--- src/rtl/axi_full_burst_master_pkg.sv ---
// Shared types and constants for the AXI4-full burst master.
package axi_full_pkg;

   // AXI response codes
   typedef enum logic [1:0] {
      OKAY   = 2'b00,
      EXOKAY = 2'b01,
      SLVERR = 2'b10,
      DECERR = 2'b11
   } resp_e;

   // AXI burst types
   localparam logic [1:0] FIXED = 2'b00;
   localparam logic [1:0] INCR  = 2'b01;
   localparam logic [1:0] WRAP  = 2'b10;

   // Master sequencing states
   typedef enum logic [2:0] {
      IDLE,
      WRITE,
      WRESP,
      READ,
      DONE
   } state_e;

   // Ceiling log2, used to derive AxSIZE from the data width in bytes
   function automatic int unsigned clog2(input int unsigned v);
      int unsigned r;
      r = 0;
      while ((64'd1 << r) < 64'(v)) r++;
      return r;
   endfunction

endpackage

--- src/rtl/axi_full_burst_master_if.sv ---
// AXI4-full bus bundle between the burst master and its slave memory.
interface axi_full_burst_master_if #(
   parameter int unsigned ADDR_WIDTH = 32,
   parameter int unsigned DATA_WIDTH = 32
);
   logic [ADDR_WIDTH-1:0]   awaddr;
   logic [7:0]              awlen;
   logic [2:0]              awsize;
   logic [1:0]              awburst;
   logic                    awvalid;
   logic                    awready;

   logic [DATA_WIDTH-1:0]   wdata;
   logic [DATA_WIDTH/8-1:0] wstrb;
   logic                    wlast;
   logic                    wvalid;
   logic                    wready;

   logic [1:0]              bresp;
   logic                    bvalid;
   logic                    bready;

   logic [ADDR_WIDTH-1:0]   araddr;
   logic [7:0]              arlen;
   logic [2:0]              arsize;
   logic [1:0]              arburst;
   logic                    arvalid;
   logic                    arready;

   logic [DATA_WIDTH-1:0]   rdata;
   logic [1:0]              rresp;
   logic                    rlast;
   logic                    rvalid;
   logic                    rready;

   modport master (
      output awaddr, awlen, awsize, awburst, awvalid,
      input  awready,
      output wdata, wstrb, wlast, wvalid,
      input  wready,
      input  bresp, bvalid,
      output bready,
      output araddr, arlen, arsize, arburst, arvalid,
      input  arready,
      input  rdata, rresp, rlast, rvalid,
      output rready
   );

   modport slave (
      input  awaddr, awlen, awsize, awburst, awvalid,
      output awready,
      input  wdata, wstrb, wlast, wvalid,
      output wready,
      output bresp, bvalid,
      input  bready,
      input  araddr, arlen, arsize, arburst, arvalid,
      output arready,
      output rdata, rresp, rlast, rvalid,
      input  rready
   );

endinterface

--- src/rtl/axi_full_burst_master.sv ---
// AXI4-full burst master: on an INIT rising edge, writes an incrementing
// pattern (1, 2, ...) as one INCR burst, reads the same burst back and
// compares it. TXN_DONE is held after read-back; ERROR is sticky per run.
// Optional build macro AXI_FULL_RESP_CHECK_EN: non-OKAY BRESP/RRESP also
// raise ERROR; when undefined the response fields are ignored.
module axi_full_burst_master
   import axi_full_pkg::*;
#(
   parameter int unsigned                   C_M_AXI_ADDR_WIDTH         = 32,
   parameter logic [C_M_AXI_ADDR_WIDTH-1:0] C_M_TARGET_SLAVE_BASE_ADDR = '0,
   parameter int unsigned                   C_M_AXI_BURST_LEN          = 8,
   parameter int unsigned                   C_M_AXI_DATA_WIDTH         = 32
) (
   input  logic                    M_AXI_ACLK,
   input  logic                    M_AXI_ARESETN,
   input  logic                    INIT_AXI_TXN,
   output logic                    TXN_DONE,
   output logic                    ERROR,
   axi_full_burst_master_if.master m_axi
);

   localparam int unsigned DW        = C_M_AXI_DATA_WIDTH;
   localparam logic [7:0]  LAST_BEAT = 8'(C_M_AXI_BURST_LEN - 1);
   localparam logic [2:0]  AXSIZE    = 3'(clog2(C_M_AXI_DATA_WIDTH / 8));
   localparam logic [DW-1:0] ONE     = {{(DW-1){1'b0}}, 1'b1};

   state_e        state;
   logic          init_q;
   logic [7:0]    w_beat;
   logic [7:0]    r_beat;
   logic [DW-1:0] wdata_q;
   logic          awvalid_q;
   logic          wvalid_q;
   logic          wlast_q;
   logic          bready_q;
   logic          arvalid_q;
   logic          rready_q;
   logic          aw_done;
   logic          w_done;
   logic          txn_done_q;
   logic          error_q;

   logic          start;
   logic          aw_hs;
   logic          w_hs;
   logic          b_hs;
   logic          ar_hs;
   logic          r_hs;
   logic          aw_all;
   logic          w_all;
   logic [DW-1:0] r_expect;
   logic          r_mismatch;
   logic          r_last_bad;
   logic          b_resp_err;
   logic          r_resp_err;

   // Handshake decode, read-back comparator and start edge detect
   always_comb begin
      start      = INIT_AXI_TXN & ~init_q;
      aw_hs      = awvalid_q & m_axi.awready;
      w_hs       = wvalid_q & m_axi.wready;
      b_hs       = bready_q & m_axi.bvalid;
      ar_hs      = arvalid_q & m_axi.arready;
      r_hs       = rready_q & m_axi.rvalid;
      // W can finish before AW: the write phase ends when both have completed
      aw_all     = aw_done | aw_hs;
      w_all      = w_done | (w_hs & wlast_q);
      r_expect   = {{(DW-8){1'b0}}, r_beat} + ONE;
      r_mismatch = (m_axi.rdata != r_expect);
      r_last_bad = (m_axi.rlast != (r_beat == LAST_BEAT));
   end

`ifdef AXI_FULL_RESP_CHECK_EN
   assign b_resp_err = (m_axi.bresp != OKAY);
   assign r_resp_err = (m_axi.rresp != OKAY);
`else
   logic unused_resp;
   assign unused_resp = ^{m_axi.bresp, m_axi.rresp};
   assign b_resp_err  = 1'b0;
   assign r_resp_err  = 1'b0;
`endif

   // Write-then-read sequencer with registered channel controls
   always_ff @(posedge M_AXI_ACLK or negedge M_AXI_ARESETN) begin
      if (!M_AXI_ARESETN) begin
         state      <= IDLE;
         init_q     <= 1'b0;
         w_beat     <= '0;
         r_beat     <= '0;
         wdata_q    <= '0;
         awvalid_q  <= 1'b0;
         wvalid_q   <= 1'b0;
         wlast_q    <= 1'b0;
         bready_q   <= 1'b0;
         arvalid_q  <= 1'b0;
         rready_q   <= 1'b0;
         aw_done    <= 1'b0;
         w_done     <= 1'b0;
         txn_done_q <= 1'b0;
         error_q    <= 1'b0;
      end else begin
         init_q <= INIT_AXI_TXN;
         case (state)
            IDLE, DONE: begin
               if (start) begin
                  state      <= WRITE;
                  awvalid_q  <= 1'b1;
                  wvalid_q   <= 1'b1;
                  wdata_q    <= ONE;
                  wlast_q    <= (LAST_BEAT == 8'd0);
                  w_beat     <= '0;
                  r_beat     <= '0;
                  aw_done    <= 1'b0;
                  w_done     <= 1'b0;
                  txn_done_q <= 1'b0;
                  error_q    <= 1'b0;
               end
            end
            WRITE: begin
               if (aw_hs) begin
                  awvalid_q <= 1'b0;
                  aw_done   <= 1'b1;
               end
               if (w_hs) begin
                  if (wlast_q) begin
                     wvalid_q <= 1'b0;
                     wlast_q  <= 1'b0;
                     w_done   <= 1'b1;
                  end else begin
                     w_beat  <= w_beat + 8'd1;
                     wdata_q <= wdata_q + ONE;
                     wlast_q <= ((w_beat + 8'd1) == LAST_BEAT);
                  end
               end
               if (aw_all && w_all) begin
                  state    <= WRESP;
                  bready_q <= 1'b1;
               end
            end
            WRESP: begin
               if (b_hs) begin
                  bready_q  <= 1'b0;
                  arvalid_q <= 1'b1;
                  state     <= READ;
                  if (b_resp_err) error_q <= 1'b1;
               end
            end
            READ: begin
               if (ar_hs) begin
                  arvalid_q <= 1'b0;
                  rready_q  <= 1'b1;
               end
               if (r_hs) begin
                  if (r_mismatch || r_last_bad || r_resp_err) error_q <= 1'b1;
                  // Early RLAST and a missing RLAST on the final beat both end the read
                  if (m_axi.rlast || (r_beat == LAST_BEAT)) begin
                     rready_q   <= 1'b0;
                     txn_done_q <= 1'b1;
                     state      <= DONE;
                  end else begin
                     r_beat <= r_beat + 8'd1;
                  end
               end
            end
            default: state <= IDLE;
         endcase
      end
   end

   assign m_axi.awaddr  = C_M_TARGET_SLAVE_BASE_ADDR;
   assign m_axi.awlen   = LAST_BEAT;
   assign m_axi.awsize  = AXSIZE;
   assign m_axi.awburst = INCR;
   assign m_axi.awvalid = awvalid_q;
   assign m_axi.wdata   = wdata_q;
   assign m_axi.wstrb   = '1;
   assign m_axi.wlast   = wlast_q;
   assign m_axi.wvalid  = wvalid_q;
   assign m_axi.bready  = bready_q;
   assign m_axi.araddr  = C_M_TARGET_SLAVE_BASE_ADDR;
   assign m_axi.arlen   = LAST_BEAT;
   assign m_axi.arsize  = AXSIZE;
   assign m_axi.arburst = INCR;
   assign m_axi.arvalid = arvalid_q;
   assign m_axi.rready  = rready_q;
   assign TXN_DONE      = txn_done_q;
   assign ERROR         = error_q;

endmodule

--- src/flat_wrapper.sv ---
// flat-port wrapper written by rule: the top's interface ports become plain ports
module axi_full_burst_master_flat import axi_full_pkg::*;
#(
   parameter int unsigned                   C_M_AXI_ADDR_WIDTH         = 32,
   parameter logic [C_M_AXI_ADDR_WIDTH-1:0] C_M_TARGET_SLAVE_BASE_ADDR = '0,
   parameter int unsigned                   C_M_AXI_BURST_LEN          = 8,
   parameter int unsigned                   C_M_AXI_DATA_WIDTH         = 32
)
  (M_AXI_ACLK, M_AXI_ARESETN, INIT_AXI_TXN, TXN_DONE, ERROR, m_axi_awaddr, m_axi_awlen, m_axi_awsize, m_axi_awburst, m_axi_awvalid, m_axi_awready, m_axi_wdata, m_axi_wstrb, m_axi_wlast, m_axi_wvalid, m_axi_wready, m_axi_bresp, m_axi_bvalid, m_axi_bready, m_axi_araddr, m_axi_arlen, m_axi_arsize, m_axi_arburst, m_axi_arvalid, m_axi_arready, m_axi_rdata, m_axi_rresp, m_axi_rlast, m_axi_rvalid, m_axi_rready);
  axi_full_burst_master_if #(.ADDR_WIDTH((32)), .DATA_WIDTH((32))) m_axi_i ();
  input  logic M_AXI_ACLK;
  input  logic M_AXI_ARESETN;
  input  logic INIT_AXI_TXN;
  output logic TXN_DONE;
  output logic ERROR;
  output wire logic [$bits(m_axi_i.awaddr)-1:0] m_axi_awaddr;
  output wire logic [$bits(m_axi_i.awlen)-1:0] m_axi_awlen;
  output wire logic [$bits(m_axi_i.awsize)-1:0] m_axi_awsize;
  output wire logic [$bits(m_axi_i.awburst)-1:0] m_axi_awburst;
  output wire logic [$bits(m_axi_i.awvalid)-1:0] m_axi_awvalid;
  input wire logic [$bits(m_axi_i.awready)-1:0] m_axi_awready;
  output wire logic [$bits(m_axi_i.wdata)-1:0] m_axi_wdata;
  output wire logic [$bits(m_axi_i.wstrb)-1:0] m_axi_wstrb;
  output wire logic [$bits(m_axi_i.wlast)-1:0] m_axi_wlast;
  output wire logic [$bits(m_axi_i.wvalid)-1:0] m_axi_wvalid;
  input wire logic [$bits(m_axi_i.wready)-1:0] m_axi_wready;
  input wire logic [$bits(m_axi_i.bresp)-1:0] m_axi_bresp;
  input wire logic [$bits(m_axi_i.bvalid)-1:0] m_axi_bvalid;
  output wire logic [$bits(m_axi_i.bready)-1:0] m_axi_bready;
  output wire logic [$bits(m_axi_i.araddr)-1:0] m_axi_araddr;
  output wire logic [$bits(m_axi_i.arlen)-1:0] m_axi_arlen;
  output wire logic [$bits(m_axi_i.arsize)-1:0] m_axi_arsize;
  output wire logic [$bits(m_axi_i.arburst)-1:0] m_axi_arburst;
  output wire logic [$bits(m_axi_i.arvalid)-1:0] m_axi_arvalid;
  input wire logic [$bits(m_axi_i.arready)-1:0] m_axi_arready;
  input wire logic [$bits(m_axi_i.rdata)-1:0] m_axi_rdata;
  input wire logic [$bits(m_axi_i.rresp)-1:0] m_axi_rresp;
  input wire logic [$bits(m_axi_i.rlast)-1:0] m_axi_rlast;
  input wire logic [$bits(m_axi_i.rvalid)-1:0] m_axi_rvalid;
  output wire logic [$bits(m_axi_i.rready)-1:0] m_axi_rready;
  assign m_axi_awaddr = m_axi_i.awaddr;
  assign m_axi_awlen = m_axi_i.awlen;
  assign m_axi_awsize = m_axi_i.awsize;
  assign m_axi_awburst = m_axi_i.awburst;
  assign m_axi_awvalid = m_axi_i.awvalid;
  assign m_axi_i.awready = m_axi_awready;
  assign m_axi_wdata = m_axi_i.wdata;
  assign m_axi_wstrb = m_axi_i.wstrb;
  assign m_axi_wlast = m_axi_i.wlast;
  assign m_axi_wvalid = m_axi_i.wvalid;
  assign m_axi_i.wready = m_axi_wready;
  assign m_axi_i.bresp = m_axi_bresp;
  assign m_axi_i.bvalid = m_axi_bvalid;
  assign m_axi_bready = m_axi_i.bready;
  assign m_axi_araddr = m_axi_i.araddr;
  assign m_axi_arlen = m_axi_i.arlen;
  assign m_axi_arsize = m_axi_i.arsize;
  assign m_axi_arburst = m_axi_i.arburst;
  assign m_axi_arvalid = m_axi_i.arvalid;
  assign m_axi_i.arready = m_axi_arready;
  assign m_axi_i.rdata = m_axi_rdata;
  assign m_axi_i.rresp = m_axi_rresp;
  assign m_axi_i.rlast = m_axi_rlast;
  assign m_axi_i.rvalid = m_axi_rvalid;
  assign m_axi_rready = m_axi_i.rready;
  axi_full_burst_master #(.C_M_AXI_ADDR_WIDTH(C_M_AXI_ADDR_WIDTH), .C_M_TARGET_SLAVE_BASE_ADDR(C_M_TARGET_SLAVE_BASE_ADDR), .C_M_AXI_BURST_LEN(C_M_AXI_BURST_LEN), .C_M_AXI_DATA_WIDTH(C_M_AXI_DATA_WIDTH)) u_core (.M_AXI_ACLK(M_AXI_ACLK), .M_AXI_ARESETN(M_AXI_ARESETN), .INIT_AXI_TXN(INIT_AXI_TXN), .TXN_DONE(TXN_DONE), .ERROR(ERROR), .m_axi(m_axi_i));
endmodule
--- config.mk ---
export PLATFORM = sky130hd
export DESIGN_NAME = axi_full_burst_master_flat
export DESIGN_NICKNAME = d
export VERILOG_FILES = /design/src/rtl/axi_full_burst_master_pkg.sv /design/src/rtl/axi_full_burst_master_if.sv /design/src/rtl/axi_full_burst_master.sv /design/src/flat_wrapper.sv
export SDC_FILE = /design/constraint.sdc
export NUM_CORES = 1
export LEC_CHECK = 0
export CORE_ASPECT_RATIO = 1.4
export CORE_UTILIZATION = 43
export DETAILED_ROUTE_END_ITERATION = 8
export PLACE_DENSITY_LB_ADDON = 0.15
export SYNTH_ARGS = -nofsm -noshare
export SYNTH_HDL_FRONTEND = slang
export SYNTH_SLANG_ARGS = --single-unit
--- constraint.sdc ---
create_clock -name M_AXI_ACLK -period 3.4 [get_ports M_AXI_ACLK]
set_clock_uncertainty 0.1 [all_clocks]
set_input_delay 0.68 -clock M_AXI_ACLK [delete_from_list [all_inputs] [get_ports M_AXI_ACLK]]
set_output_delay 0.68 -clock M_AXI_ACLK [all_outputs]
set_load 0.1 [all_outputs]
==> Yosys cells after proc, flatten, opt, wreduce, memory -nomap -nowiden <==
Index checks and enable logic that the tools add are counted.
{ "word_totals": {"output_inout_bits": 134, "word_cells": 115, "ff_bits": 62, "input_bits": 45} }
{ "op_classes": {"n_reduce_logical": 19, "mux": 47, "n_bitwise": 10, "eq_ne": 20, "addsub": 4} }
{ "ops": {"columns": ["cell", "n"], "rows": [
  ["$mux W32", 3],
  ["$pmux W32 S2", 1],
  ["$mux W8", 5],
  ["$add A32 B1 Y32 const B", 1],
  ["$ne A32 B32 Y1", 1],
  ["$pmux W8 S2", 2],
  ["$mux W1", 21],
  ["$ne A2 B1 Y1 const B", 10],
  ["$reduce_and A4 Y1", 5],
  ["$pmux W1 S2", 9],
  ["$add A8 B1 Y8 const B", 2],
  ["$eq A8 B3 Y1 const B", 2],
  ["$mux W3", 5],
  ["$pmux W3 S4", 1],
  ["$reduce_and A3 Y1", 4],
  ["$add A8 B1 Y9 const B", 1],
  ["$reduce_bool A2 Y1", 4],
  ["$and A1 B1 Y1", 7],
  ["$eq A3 B2 Y1 const B", 2],
  ["$reduce_and A5 Y1", 1],
  ["$ne A2 B2 Y1 const B", 2],
  ["$eq A3 B1 Y1 const B", 1],
  ["$eq A3 B3 Y1 const B", 1],
  ["$logic_not A3 Y1", 1],
  ["6 further kinds", 8]
]} }

==> Depth between registers and ports, before layout <==
Gate-level depths: netlist of the first run.
{ "depth": {"depth_word": 6, "mapped_depth": 11, "mapped_depth_nobuf": 10} }

==> Worst setup path before layout of the first run <==
Ideal clock, no wire load.
{ "synth_path": {"path_type": "reg2reg", "start": "register u_core.wvalid_q (netlist: u_core.m_axi.wvalid)", "end": "register u_core.wdata_q[28] (netlist: u_core.m_axi.wdata[28])", "path_stages_with_launch": 7, "period_less_slack_ps": 2893, "t_arrival_ps": 2715, "setup_time_ps": 78, "path_buffers": 1, "path_slack_ps": 507, "required_ps": 3222, "path_cell_list": "dfrtp_1 nand3b_1 o21a_4 or4_1 buf_2 or4_1 a21oi_1"} }
{ "synth_via": {"elab_chain_len": 3} }
{ "synth_rtl": {"columns": ["element", "line_no", "source"], "rows": [
  ["from (decl)", "axi_full_burst_master.sv:33", "logic wvalid_q;"],
  ["from (signal assigned)", "axi_full_burst_master.sv:92", "wvalid_q <= 1'b0;"],
  ["from (signal assigned)", "axi_full_burst_master.sv:108", "wvalid_q <= 1'b1;"],
  ["from (signal assigned)", "axi_full_burst_master.sv:126", "wvalid_q <= 1'b0;"],
  ["$and A1 B1 Y1", "axi_full_burst_master.sv:61", "w_hs = wvalid_q & m_axi.wready;"],
  ["$ne A2 B1 Y1 (no source line)", null, null],
  ["$reduce_and A4 Y1 (no source line)", null, null],
  ["to (signal assigned)", "axi_full_burst_master.sv:131", "wdata_q <= wdata_q + ONE;"],
  ["to (decl)", "axi_full_burst_master.sv:31", "logic [DW-1:0] wdata_q;"]
]} }
No other way between the ends.
A chain may end at the register's enable or synchronous reset.

==> Worst setup path in the final report of the first run <==
{ "layout_path": {"start": "input port INIT_AXI_TXN", "end": "register u_core.wdata_q[18] (netlist: u_core.m_axi.wdata[18])"} }
{ "layout_via": {"elab_chain_len": 3} }
{ "layout_rtl": {"columns": ["element", "line_no", "source"], "rows": [
  ["from (decl)", "flat_wrapper.sv:13", "input logic INIT_AXI_TXN;"],
  ["$and A1 B1 Y1", "axi_full_burst_master.sv:59", "start = INIT_AXI_TXN & ~init_q;"],
  ["$ne A2 B1 Y1 (no source line)", null, null],
  ["$reduce_and A4 Y1 (no source line)", null, null]
]} }
No other way between the ends.

==> results of run 1 <==
[worst max-delay path, cell delays in order]
cell and delay (ps):
clkdlybuf4s50_1 500, or4b_4 480, o21a_4 160, or4_1 620, buf_4 220, or3_1 340, a21oi_1 160
[layout make-up]
cell class,instances,area [sq um]
sequential,62,1551
inverter,9,33.78
timing repair buffer,90,783.3
multi-input combinational,401,2161
fill,905,4511
clock buffer,16,281.5
tap,110,137.6
[synthesized netlist by cell type (all sizes together) (2+ instances only)]
master   n
o31ai   10
or3      8
dfrtp   62
nor4b    3
nand3   24
nor2    34
or4     12
o211ai   3
o21ai   38
nor3b    2
buf     97
xor2    11
nand4   10
nand2   48
a211o    2
clkbuf  17
nor4    11
nor3     7
ha       5
nand3b   2
o21a     3
xnor2   15
and3     9
a31oi    5
and4     7
a21oi   22
inv      9
nor2b    2
conb     2
and2     2
[power by group]
part	switching (mW)	internal, mW
sequential	0.180	0.885
clock	0.311	0.554
combinational	1.55	0.389
[kinds of logic after synthesis]
family / count (synthesis) / synth area share
simple gates: 186 / 0.2341
buf+inv: 123 / 0.1967
compound gates: 90 / 0.1274
flops: 62 / 0.3707
xor+xnor: 26 / 0.05441
fa+ha+maj: 5 / 0.01495
other cells: 2 / 0.001794
[flip-flops by register name, indices dropped and copies added (netlist names)]
signal,flops
u_core.m_axi.arvalid,1
u_core.aw_done,1
u_core.TXN_DONE,1
u_core.init_q,1
u_core.ERROR,1
u_core.m_axi.rready,1
u_core.m_axi.bready,1
u_core.state,3
u_core.m_axi.awvalid,1
u_core.m_axi.wdata,32
u_core.m_axi.wvalid,1
u_core.m_axi.wlast,1
u_core.w_beat,8
u_core.w_done,1
u_core.r_beat,8
[worst min-delay path by stage]
stage,slack [ps],to,from
floorplan,280,u_core.ERROR,M_AXI_ARESETN
global placement,360,u_core.aw_done,u_core.aw_done
detailed placement,370,u_core.aw_done,u_core.aw_done
CTS,320,u_core.m_axi.wdata[4],M_AXI_ARESETN
global route,350,u_core.w_beat[6],M_AXI_ARESETN
finish,300,u_core.w_beat[6],M_AXI_ARESETN
[routing by layer]
layer,track usage,part of all wire,vias up,wire (microns)
li1,-,-,1712,-
met1,0.2279,0.42,1718,3833
met2,0.3271,0.52,115,4773
met3,0.03980,0.045,8,406
met4,0.06458,0.010,0,95
met5,0,0,-,0
[per-stage QoR]
step | setup WS [ps] | hold slack [ps]
6_report | 374.4 | 296.5
4_1_cts | 375.8 | 318.1
2_1_floorplan | 506.8 | 284.4
3_5_place_dp | 35.69 | 370.8
3_3_place_gp | 93.82 | 361.3
5_1_grt | 277.1 | 349.5
==> metrics.md, run 1 <==
| Metric | Value |
|---|---|
| Clock tree buffer depth | 2 |
| Utilization after layout | 0.5231 |
| Post-CTS sizing | 0 |
| Total CTS buffers | 9 |
| Status | complete, no violations |
| Die area | slightly above 10,000 sq um |
| Initial antenna violation count | 0 |
| Total Nets Final | roughly 620 |
| Max IR drop VDD | 0.4253 mV |
| Worst Setup EP | u_core.m_axi.wdata[18] |
| Antenna diodes | 0 |
| Fin crit period | 3026 ps |
| Arrival @ worst endpoint | between 3000 and 4000 ps |
| Slew Limit Fails | 0 |
| Clock sinks | 62 |
| Final ANT Viol Nets | 0 |
| RSZ-0062 raised after global routing | false |
| Yosys cell types | between 40 and 50 |
| Port Buf Inserts | 80 |
| Yosys reg bits | 62 |
| IO Pins | approximately 180 |
| Max transition margin | 0.5329 |
| Worst r2r src | u_core.r_beat[0] |
| Slew @ Worst Pin | 700.7 ps |
| RR Endpoint | u_core.ERROR |
| Post-DP HPWL | 6814 microns |
| Crit path max fanout | 9 |
| Sequential fraction of the synthesis area | 0.3707 |
| Synth top area cells | dfrtp_1, buf_4, o21ai_0 |
| Die width | 85.38 microns |
| Non-filler cells, final | 688 |
| RePlAce Congestion | 0.7922 |
| Max-cap check violation count | 0 |
| Worst setup SP type | input pin |
| R2r setup slk | 570 ps |
| Pre-antenna DRT Iters | 4 |
| Placed cells | between 600 and 700 |
| Core area | 9459 sq um |
| First DRT Iteration DRCs | 150 |
| Design area | between 4000 and 5000 sq um |
| CTS tree | done |
| Ys async rst share | 1.000 |
| Worst path required time | 3550 ps |
| Dominant cell type by area after synthesis | dfrtp_1 |
| Area grow syn2layout | 18.24% |
| Top cell type's share of synthesized area | 0.3707 |
| Power density cells | 781.9 nW/um^2 |
| Hold Buf Count CTS | 0 |
| Setup TNS | 0 ps |
| Number of global-route vias before repair | 3,172 |
| H-tree depth reported by CTS | 3 |
| Most frequent cells in the layout | conb_1, dfrtp_1, buf_4 |
| Fmax | 330.5 MHz |
| DR WL/cell | ~13 microns |
| CP startpoint | INIT_AXI_TXN |
| Type of the worst setup path | in2reg |
| Drc violations | 0 |
| WL final | 9109 microns |
| Initial Util | 0.4425 |
| Largest net degree at the start of global routing | 36 |
| Leak Pwr | approximately 2.3 nW |
| Clk_lat worst skew | 330 ps |
| R2R cell count | 10 |
| Tot Pwr | 3.869 mW |
| Share of cells above drive strength 1 | 0.1194 |
| Grt total ovfl | 0 |
| Synthesis Warnings | 0 |
| Vias/cell | 5.164 |
| Setup bufs post-CTS | 0 |
| Root Driver | clkbuf_16 |
| Area after DPL | between 4000 and 5000 sq um |
| Mean post-synth cell area | approximately 8.5 sq um |
| Synthesized instance count | 494 |
| Clock-pin slew on the worst setup and hold paths | 50 ps |
| Height of the die | between 100 and 150 microns |
| Final Hold Fails | 0 |
| Synth Flop Type | dfrtp_1 |
| First-pass GRT wire length | 15,060 microns |
| Crit path capture type | flop |
| Worst Hold Class | in2async |
| Synthesized area | around 4200 sq um |
| Number of synthesized flops with an enable pin | 0 |
| Fin crit share | 0.8899 |
| Setup violators final | 0 |
| FP Rows | 42 |
| Most common cell after layout, fill and taps aside | conb_1 |
| Via count | roughly 3,600 |
| All-Layer GR Usage | 0.1879 |
Note: power is estimated with default switching activity, not from simulation.
==> run 2: changes to the inputs <==
Settings changed: GPL_TIMING_DRIVEN set to 0.
==> metrics.md, run 2 (synthesized netlist as in run 1, its figures left out) <==
| Metric | Value |
|---|---|
| Via count | 3,833 (+7.9%) |
| CP max-delay cell | or4b_4 |
| Fin crit share | 0.9399 (+0.05003) |
| Total Nets Final | 727 (+17%) |
| Port Buf Inserts | 80 (unchanged) |
| Setup bufs post-CTS | 0 (unchanged) |
| Die area | 10,140 sq um (unchanged) |
| Post-CTS sizing | 0 (unchanged) |
| Share of cells above drive strength 1 | 0.1718 (+0.05243) |
| Initial Util | 0.4425 (unchanged) |
| Most used cell along the critical path | clkbuf_1 |
| Setup violators final | 0 (unchanged) |
| RSZ-0062 raised after global routing | false |
| Clock sinks | 62 (unchanged) |
| First-pass GRT wire length | 16,010 microns (+6.4%) |
| Final Hold Fails | 0 (unchanged) |
| Max transition margin | 0.3366 (-0.1962) |
| Fmax | 312.9 MHz (-5.3%) |
| Die width | 85.38 microns (unchanged) |
| CP Cell Sequence | clkdlybuf4s50_1 > or4b_4 > o21a_4 > or4_1 > clkbuf_1 > clkbuf_1 > o31ai_1 > a21oi_1 |
| Leak Pwr | 2.692 nW (+18%) |
| RePlAce Congestion | 0.7877 (-0.57%) |
| Slew @ Worst Pin | 992.0 ps (+291.3 ps) |
| Final ANT Viol Nets | 0 (unchanged) |
| Type of the worst setup path | in2reg |
| Drc violations | 0 (unchanged) |
| Most common cell after layout, fill and taps aside | buf_4 |
| WL final | 9831 microns (+7.9%) |
| Worst path required time | 3480 ps (-70 ps) |
| DR WL/cell | 12.43 microns (-6.1%) |
| Crit path capture type | flop |
| IO Pins | 179 (unchanged) |
| Initial antenna violation count | 0 (unchanged) |
| Max IR drop VDD | 0.4513 mV (+6.1%) |
| Number of global-route vias before repair | 3,504 (+10%) |
| Utilization after layout | 0.6106 (+0.08743) |
| Largest stage delay, worst path | 520 ps (-100 ps) |
| Crit path max fanout | 10 (+1) |
| Fin crit period | 3196 ps (+170.1 ps) |
| Clock tree buffer depth | 2 (unchanged) |
| Vias/cell | 4.846 (-6.2%) |
| Arrival @ worst endpoint | 3280 ps (+110 ps) |
| Pre-antenna DRT Iters | 4 (unchanged) |
| Power density cells | 704.3 nW/um^2 (-9.9%) |
| CTS tree | done |
| H-tree depth reported by CTS | 3 (unchanged) |
| Area grow syn2layout | 38.00% |
| Filler instances | 825 (-8.8%) |
| Tot Pwr | 4.068 mW (+5.1%) |
| First DRT Iteration DRCs | 251 (+67%) |
| Design area | 5776 sq um (+17%) |
| Most frequent cells in the layout | buf_4, conb_1, clkdlybuf4s50_1 |
| Height of the die | 118.7 microns (unchanged) |
| Clk_lat worst skew | 320 ps (about the same) |
| Max reg flops | 32 (unchanged) |
| Core area | 9459 sq um (unchanged) |
| All-Layer GR Usage | 0.1977 (+0.009830) |
| Max-cap check violation count | 0 (unchanged) |
| Worst setup SP type | input pin |
| Total CTS buffers | 9 (unchanged) |
| Clock-pin slew on the worst setup and hold paths | 50 ps (about the same) |
| FP Rows | 42 (unchanged) |
| Grt total ovfl | 0 (unchanged) |
| Slew Limit Fails | 0 (unchanged) |
| Status | complete, no violations |
| Worst Hold Class | in2async |
| Area after DPL | 5466 sq um (+17%) |
| Largest net degree at the start of global routing | 63 (+75%) |
| Post-DP HPWL | 7356 microns (+8.0%) |
| Hold Buf Count CTS | 0 (unchanged) |
| Placed cells | 776 (+15%) |
| Root Driver | clkbuf_16 |
| Antenna diodes | 0 (unchanged) |
| Non-filler cells, final | 791 (+15%) |
[run 2: power breakdown]
part           leakage (nW)  total (mW)  internal [mW]  switching, mW
registers             0.821        1.05          0.885          0.169
logic                  1.72        2.08          0.494           1.58
clock network         0.151       0.939          0.621          0.317
total                  2.69        4.07           2.00           2.07
[run 2: cell type report]
| class | instances | area (sq um) | area share |
|---|---|---|---|
| Inverter | 9 | 33.78 | 0.005849 |
| Sequential cell | 62 | 1551 | 0.2686 |
| Timing Repair Buffer | 80 | 798.3 | 0.1382 |
| Tap cell | 110 | 137.6 | 0.02383 |
| Clock buffer | 12 | 266.5 | 0.04614 |
| Buffer | 114 | 789.5 | 0.1367 |
| Clock inverter | 3 | 42.54 | 0.007366 |
| Multi-Input combinational cell | 401 | 2156 | 0.3733 |
[run 2: worst paths after layout]
check,startpoint,cells after the start,endpoint,slack (ps)
setup / recovery,INIT_AXI_TXN,8,u_core.m_axi.wdata[29],200
hold / removal,M_AXI_ARESETN,1,u_core.w_beat[5],340
setup reg to reg,u_core.r_beat[0],11,u_core.ERROR,410
hold reg to reg,u_core.aw_done,2,u_core.aw_done,390
max in group asynchronous,M_AXI_ARESETN,1,u_core.state[2],2320
min in group M_AXI_ACLK,u_core.aw_done,2,u_core.aw_done,390
[run 2: critical path, delay by kind of cell]
family                 cells  cell delay [ps]
AND/OR/NAND/NOR            2             1020
buffers and inverters      3             1030
AO/OA/AOI/OAI              3              550
[run 2: stage by stage]
stage | hold slack [ps] | setup slack [ps] | setup TNS, ps
after global routing | 416.6 | 63.81 | 0
after detailed placement | 371.9 | -142.8 | -929.8
final | 343.4 | 204.2 | 0
after floorplan | 284.4 | 506.8 | 0
after global placement | 362.4 | -553.7 | -35050
after CTS | 383.4 | 194.9 | 0
[run 2: routing by layer]
layer / track usage / share of wire / vias to the layer above
met3: 0.03911 / 0.053 / 12
met1: 0.2171 / 0.39 / 1776
met5: 0 / 0 / -
li1: - / - / 1916
met4: 0.06667 / 0.014 / 0
met2: 0.3725 / 0.54 / 129
